==> src/rtl/timer_ctrl.sv <==
// Countdown timer sequencer for an external four-digit BCD (MM:SS) down counter.
// The timer does not store the time. It reads the external digits and issues
// registered decrement, load and clear strobes back to them.
module timer_ctrl #(
    parameter int TICK_DIV  = 50000000,
    parameter int ALARM_CYC = 8
) (
    input  logic       clk_i,
    input  logic       init_i,
    input  logic       start_i,
    input  logic       pause_i,
    input  logic       cancel_i,
    input  logic [3:0] d_su_i,
    input  logic [3:0] d_st_i,
    input  logic [3:0] d_mu_i,
    input  logic [3:0] d_mt_i,
    output logic [3:0] dec_o,
    output logic       set_st5_o,
    output logic       clr_o,
    output logic       running_o,
    output logic       paused_o,
    output logic       alarm_o
);

    localparam int PW = (TICK_DIV > 2) ? $clog2(TICK_DIV) : 1;
    localparam int AW = $clog2(ALARM_CYC + 1);
    localparam logic [PW-1:0] PRESC_MAX = PW'(TICK_DIV - 1);
    localparam logic [AW-1:0] ALARM_MAX = AW'(ALARM_CYC - 1);

    typedef enum logic [1:0] {
        S_IDLE,
        S_RUN,
        S_PAUSE,
        S_ALARM
    } state_t;

    state_t        state_q, state_d;
    logic [PW-1:0] presc_q, presc_d;
    logic [AW-1:0] acnt_q, acnt_d;
    logic [3:0]    dec_q, dec_d;
    logic          set_q, set_d;
    logic          clr_q, clr_d;

    // Digit order is su, st, mu, mt. This matches the dec bit order.
    logic [3:0] digit [4];
    logic [3:0] digit_zero;
    logic       all_zero;
    logic       last_step;
    logic       step_cycle;
    logic [3:0] step_dec;
    logic       step_set;

    assign digit[0] = d_su_i;
    assign digit[1] = d_st_i;
    assign digit[2] = d_mu_i;
    assign digit[3] = d_mt_i;

    generate
        for (genvar gi = 0; gi < 4; gi++) begin : g_zero
            assign digit_zero[gi] = (digit[gi] == 4'd0);
        end
    endgenerate

    assign all_zero   = &digit_zero;
    assign last_step  = (d_su_i == 4'd1) && (&digit_zero[3:1]);
    assign step_cycle = (presc_q == PRESC_MAX);

    // A borrow ripples upward: each digit decrements when all lower digits are 0.
    // The seconds-tens digit wraps to 5, so it is reloaded instead of decremented.
    assign step_dec[0] = 1'b1;
    assign step_dec[1] = digit_zero[0] && !digit_zero[1];
    assign step_dec[2] = digit_zero[0] && digit_zero[1];
    assign step_dec[3] = digit_zero[0] && digit_zero[1] && digit_zero[2];
    assign step_set    = digit_zero[0] && digit_zero[1];

    // Next-state logic and strobe decode. Input priority is cancel, then pause, then start.
    always_comb begin
        state_d = state_q;
        presc_d = presc_q;
        acnt_d  = acnt_q;
        dec_d   = 4'd0;
        set_d   = 1'b0;
        clr_d   = 1'b0;
        if (cancel_i) begin
            state_d = S_IDLE;
            presc_d = '0;
            acnt_d  = '0;
            clr_d   = 1'b1;
        end else begin
            case (state_q)
                S_IDLE: begin
                    if (!pause_i && start_i && !all_zero) begin
                        state_d = S_RUN;
                        presc_d = '0;
                    end
                end
                S_RUN: begin
                    if (all_zero) begin
                        state_d = S_ALARM;
                        acnt_d  = '0;
                    end else begin
                        presc_d = step_cycle ? '0 : presc_q + 1'b1;
                        if (step_cycle) begin
                            dec_d = step_dec;
                            set_d = step_set;
                        end
                        if (step_cycle && last_step) begin
                            state_d = S_ALARM;
                            acnt_d  = '0;
                        end else if (pause_i) begin
                            state_d = S_PAUSE;
                            // If pause arrives in a step cycle, that step has already been
                            // issued. The prescaler still wraps so that resuming does not repeat the step.
                            if (!step_cycle) begin
                                presc_d = presc_q;
                            end
                        end
                    end
                end
                S_PAUSE: begin
                    if (!pause_i && start_i) begin
                        state_d = S_RUN;
                    end
                end
                S_ALARM: begin
                    if (!pause_i && start_i) begin
                        state_d = S_IDLE;
                        acnt_d  = '0;
                    end else if (acnt_q == ALARM_MAX) begin
                        state_d = S_IDLE;
                        acnt_d  = '0;
                    end else begin
                        acnt_d = acnt_q + 1'b1;
                    end
                end
                default: begin
                    state_d = S_IDLE;
                    presc_d = '0;
                    acnt_d  = '0;
                end
            endcase
        end
    end

    // State and strobe registers. init forces IDLE and keeps clr high while it is held.
    always_ff @(posedge clk_i) begin
        if (init_i) begin
            state_q <= S_IDLE;
            presc_q <= '0;
            acnt_q  <= '0;
            dec_q   <= 4'd0;
            set_q   <= 1'b0;
            clr_q   <= 1'b1;
        end else begin
            state_q <= state_d;
            presc_q <= presc_d;
            acnt_q  <= acnt_d;
            dec_q   <= dec_d;
            set_q   <= set_d;
            clr_q   <= clr_d;
        end
    end

    assign dec_o     = dec_q;
    assign set_st5_o = set_q;
    assign clr_o     = clr_q;
    assign running_o = (state_q == S_RUN);
    assign paused_o  = (state_q == S_PAUSE);
    assign alarm_o   = (state_q == S_ALARM);

endmodule

==> config.mk <==
export PLATFORM = sky130hd
export DESIGN_NAME = timer_ctrl
export DESIGN_NICKNAME = d
export VERILOG_FILES = /design/src/rtl/timer_ctrl.sv
export SDC_FILE = /design/constraint.sdc
export NUM_CORES = 1
export LEC_CHECK = 0
export BUFFER_PORTS_ARGS = -buffer_cell sky130_fd_sc_hd__buf_2
export CORE_MARGIN = 5
export CORE_UTILIZATION = 25
export DETAILED_ROUTE_END_ITERATION = 10
export PLACE_DENSITY = 0.53
export SLEW_MARGIN = 20
export SYNTH_ARGS = -nofsm -noshare
export SYNTH_HDL_FRONTEND = slang
export SYNTH_SLANG_ARGS = --single-unit
==> constraint.sdc <==
create_clock -name clk_i -period 5.25 [get_ports clk_i]
set_clock_uncertainty 0.05 [all_clocks]
set_input_delay 0.2625 -clock clk_i [delete_from_list [all_inputs] [get_ports clk_i]]
set_output_delay 0.2625 -clock clk_i [all_outputs]
set_load 0.01 [all_outputs]
==> flow_summary.ini, run 1 <==
[run_status]
status = finished clean

[die]
rows = 33
num_io_pins = 30
coreArea_um2 = 8130
start_util_pct = 25.4
die_x_um = 101
fp.dieH_um = 101
die_area_um2 = 10200

[placement]
place.port_buffers = 29
gp_congestion = 0.925
placed_cells_incl_taps = 376
dp_slack_ns = 2.48
dp_hpwl_mm = 4.17

[logic_synthesis]
ys_seq_area_share_pct = 35.9
syn_nets = 273
ys_warn_count = 0
yosys_register_bits = 37
syn-cell-area_um2 = 2060
synth_edf_count = 0
async_flop_share_pct = 0
synth.top_cell.area_share_pct = 35.9
synth.distinct_cells = 58
synthesis.instances = 250
yosysTopAreaCell = dfxtp_1
ys_top_cells_by_area = dfxtp_1, o21ai_0, nand3_1
synth_flop_cell = dfxtp_1
syn_area_per_cell_um2 = 8.26

[cells_and_area]
instances_no_fill = 383
num_antenna_cells = 0
syn2layout_area_growth_pct = 14.5
nFillCells = 888
final_nets = 301
drive_above_1_share_pct = 20.9
multi_input_area_um2 = 1220
regArea_um2 = 741

[timing]
rsz0062_at_grt = false
fin_crit_ns = 2.79
fmax_mhz = 359
worst_pin_slew_ns = 0.800
slew_viol_final = 0
hold_violations = 0
setup_ws_ns = 2.46
post-route-period-util_pct = 53.1
relSlewSlack_pct = 46.1
setup_violations = 0
setup_tns_ns = 0

[clock_tree]
cts.sinks = 37
cts_buffers = 5
tritoncts = built
cts_root_buffer = clkbuf_8
clk_path_buf_depth = 2
hold_buffers = 0
clk_pin_slew_worst_paths_ns = 0.07
insertion_delay_ns = 0.29
cts_resized = 0
htree_levels = 2
cts_setup_buffers = 0

[detailed_routing]
met2WireLength_mm = 2.61
route.detailed.drc = 0
highest_layer = met4
routedWlPerCell_um = 14.6
vias = 2005
route.met3.wl_um = 153
wl_met1_mm = 2.74
first_iter_violations = 101
avgViaCountPerCell = 5.23
drtPass1Iterations = 4
antenna_left = 0
drt-total-wl_mm = 5.59

[critical_path]
critPathKind = reg2reg
path_max_fanout = 7
cp.required_ns = 5.37
cp-end-kind = flip-flop
startpoint_type = flip-flop
crit_arrival_ns = 2.91

[pwr]
total_power_uw = 522
p_leak_nw = 0.804
peakVddDrop_v = 0.000115
powerDensity_nw_per_um2 = 221

[hold_path]
hold_path.class = in2reg

[grt]
grt_use_total_pct = 11.3
first_global_vias = 1810
grt_pass1_wl_mm = 9.17
grt_antenna_before_repair = 0
grt_max_degree = 19
grt-ovfl-total = 0

[flow_run]
drv_cap = 0
[flip-flops by register name (all words and copies together) (netlist names)]
signal,flops
acnt_q,4
state_q,2
presc_q,26
clr_o,1
dec_o,4
[kinds of logic (layout without fill, tap and decap cells)]
group,after synthesis,in the layout,synth area share (%)
flops,37,37,35.9
simple gates,115,115,31.9
fa+ha+maj,2,2,1.21
xor+xnor,2,2,0.849
compound gates,78,78,25.2
buf+inv,16,44,4.91
[report_power, final]
group	leakage, nW	switching, mW	internal (mW)
combinational	0.461	0.0233	0.0134
clock	0.0443	0.0978	0.104
sequential	0.298	0.00123	0.282
[per-stage QoR]
step	utilization, %	hold WS, ns	cell area (um2)
after detailed placement	28.0	0.425	2280
final	29.1	0.232	2360
after global routing	29.1	0.252	2360
after floorplan	-	0.375	2060
after CTS	29.1	0.219	2360
after global placement	28.0	0.420	2280
[cell type report]
cell class | count | area share (%)
clock buffers | 7 | 3.65
multi-input cells | 197 | 51.7
flip-flops and latches | 37 | 31.3
well taps | 105 | 5.56
repair buffers | 31 | 6.78
inverters | 6 | 0.953
[worst max-delay path, cell delays in order (launching register included)]
cell and delay, ns:
dfxtp_1 0.40, ha_1 0.27, nand4_2 0.17, or4_4 0.53
o21ai_0 0.65, buf_4 0.28, a31oi_1 0.04, o21ai_0 0.18
o31ai_1 0.09
[layer usage]
| layer | vias up | global-route usage (%) |
|---|---|---|
| met4 | 0 | 4.66 |
| met3 | 5 | 1.87 |
| li1 | 1013 | - |
| met5 | - | 0 |
| met2 | 29 | 17.1 |
| met1 | 958 | 15.8 |
[Yosys cell counts (3+ instances only)]
master and count:
a21oi_1 12, a311oi_1 3, a31oi_1 6, a41oi_1 4, and3_1 7, buf_6 4, dfxtp_1 37, inv_1 5
nand2_1 15, nand3_1 20, nand4_1 4, nor2_1 23, nor2b_1 6, nor3_1 9, nor4_1 5, o21a_1 4
o21ai_0 23, o31ai_1 11, or4_1 5
[layout by cell type (no fill, tap or decap), types with 2 or more instances in the layout]
master    instances
nor2b_1           6
nor2_1           23
o31ai_1          11
nand4_1           4
nand2b_1          2
a311oi_1          3
xnor2_1           2
nor4_1            5
inv_1             5
a31oi_1           6
o21ai_0          23
ha_1              2
nand3_1          20
a21oi_1          12
a221oi_1          2
buf_2            29
a21oi_2           2
or4_1             5
a211oi_1          2
dfxtp_1          37
nand2_1          15
buf_4             2
clkbuf_8          6
o21a_1            4
nor3_1            9
and3_1            7
a41oi_1           4
[worst paths after layout]
kind | endpoint | cells after the start | slack [ns] | start
hold / removal | dec_o[2] | 4 | 0.23 | d_su_i[3]
setup / recovery | presc_q[17] | 8 | 2.46 | presc_q[0]
hold reg to reg | presc_q[25] | 1 | 0.44 | presc_q[25]
setup reg to reg | presc_q[17] | 8 | 2.46 | presc_q[0]
(Power assumes the default switching activity.)
==> inputs of run 2 (changes only) <==
--- a/config.mk
+++ b/config.mk
@@ -9,7 +9,7 @@
 export CORE_MARGIN = 5
 export CORE_UTILIZATION = 25
 export DETAILED_ROUTE_END_ITERATION = 10
-export PLACE_DENSITY = 0.53
+export PLACE_DENSITY = 0.55
 export SLEW_MARGIN = 20
 export SYNTH_ARGS = -nofsm -noshare
 export SYNTH_HDL_FRONTEND = slang
==> constraint.sdc (replaced) <==
create_clock -name clk_i -period 2.46 [get_ports clk_i]
set_clock_uncertainty 0.05 [all_clocks]
set_input_delay 0.123 -clock clk_i [delete_from_list [all_inputs] [get_ports clk_i]]
set_output_delay 0.123 -clock clk_i [all_outputs]
set_load 0.01 [all_outputs]
==> run 2 against run 1 <==
  * Worst hold slack worse by 0.15 ns
  * Final cell count is 5.2% higher
  * Power is 140% higher
  * Combinational power up 150%
  * Critical path type unchanged
  * Largest power group unchanged
==> flow_summary.ini, run 2 (same netlist as run 1, synthesis figures left out) <==
[die]
rows = 33
num_io_pins = 30
die_area_um2 = 10200
coreArea_um2 = 8130
die_x_um = 101
fp.dieH_um = 101
start_util_pct = 25.4

[cells_and_area]
utilization_pct = 31.2
final_nets = 320
final_common_cell = dfxtp_1
largest_register_ffs = 26
nFillCells = 881
drive_above_1_share_pct = 26.5
instances_no_fill = 403
layout_common_cells = dfxtp_1, buf_2, nor2_1, o21ai_0, buf_4
largest-register = presc_q
syn2layout_area_growth_pct = 22.9
num_antenna_cells = 0

[grt]
grt-ovfl-total = 0
grt_antenna_before_repair = 0
grt_use_total_pct = 11.9
grt_max_degree = 14
first_global_vias = 1981
grt_pass1_wl_mm = 9.71

[critical_path]
critPathMaxStageDelay_ns = 0.54
path_max_fanout = 5
startpoint_type = flip-flop
cp-end-kind = flip-flop
cp_cell_sequence = ha_1 > nand4_2 > or4_4 > or2_2 > a21oi_2 > o21a_1 > a311oi_1
cp.required_ns = 2.59
crit_family = simple AND/OR/NAND/NOR gates
critPathKind = reg2reg
critical_path.slowest_cell = or4_4
crit_arrival_ns = 2.43
cp_num_buf_inv = 0

[pwr]
p_leak_nw = 0.915
peakVddDrop_v = 0.000205
powerDensity_nw_per_um2 = 493

[clock_tree]
cts_buffers = 5
cts_root_buffer = clkbuf_8
insertion_delay_ns = 0.29
hold_buffers = 0
htree_levels = 2
cts.sinks = 37
clk_pin_slew_worst_paths_ns = 0.08
tritoncts = built
clk_path_buf_depth = 2

[detailed_routing]
vias = 2119
drtPass1Iterations = 5
routedWlPerCell_um = 14.5
route.detailed.drc = 0
antenna_left = 0
avgViaCountPerCell = 5.26
drt-total-wl_mm = 5.83
first_iter_violations = 139

[flow_run]
drv_cap = 0

[timing]
relSlewSlack_pct = 65.5
rsz0062_at_grt = false
slew_viol_final = 0
hold_violations = 0
post-route-period-util_pct = 93.8
fmax_mhz = 433
setup_tns_ns = 0
fin_crit_ns = 2.31
setup_violations = 0
worst_hold_slack_ns = 0.0833
worst_pin_slew_ns = 0.514

[placement]
place.port_buffers = 29
dp_hpwl_mm = 4.34
gp_congestion = 0.882
placed_cells_incl_taps = 393

[run_status]
status = finished clean

[hold_path]
hold_path.class = in2reg
-- run 2: changes by cell type in the layout (fill, tap and decap cells not counted), sizes merged --
cell,delta
buf,+19
bufinv,+1
-- run 2: worst min-delay path, stage by stage --
cell and delay [ns]:
buf_2 0.09, nor4_1 0.05, nand2_1 0.07, nor2_1 0.04
-- run 2: stage by stage --
| stage | area [um2] | total power, mW | setup WS (ns) |
|---|---|---|---|
| after detailed placement | 2400 | 0.705 | 0.134 |
| after global routing | 2540 | 1.29 | 0.00563 |
| after CTS | 2520 | 1.26 | 0.117 |
| after global placement | 2400 | 0.704 | 0.192 |
| after floorplan | 2060 | 0.668 | 0.212 |
| final | 2540 | 1.25 | 0.152 |
-- run 2: routing by layer --
layer  GRT usage (%)  up-vias  share of wire, %
met5               0        -                 0
met4            4.56        0               2.0
met3            2.28        7               5.4
met2            18.1       49                47
met1            16.5     1013                46
li1                -     1050                 -
-- run 2: power breakdown --
group	internal, mW	switching (mW)
logic	0.0380	0.0520
registers	0.601	0.00265
clock network	0.331	0.226
total	0.970	0.281
-- run 2: worst paths after layout --
kind,end,depth (start not counted),start,slack [ns]
setup / recovery,acnt_q[2],7,presc_q[1],0.15
hold / removal,dec_o[2],4,d_su_i[2],0.08
setup reg to reg,acnt_q[2],7,presc_q[1],0.15
hold reg to reg,presc_q[25],1,presc_q[25],0.44
-- run 2: cell type report --
cell class	instances	area (um2)	share of cell area, %
clock inverter	1	30.0	1.18
timing repair buffer	50	303	11.9
sequential	37	742	29.2
inverter	6	22.5	0.888
clock buffer	7	86.3	3.40
multi-input combinational	197	1220	48.2
tap	105	131	5.18
-- run 2: timing repair --
item / CTS / global route
endpoints found under the hold margin: 0 / 0
buffers inserted: 0 / 2
endpoints found under the setup margin: 0 / 5
resized for setup: 0 / 1
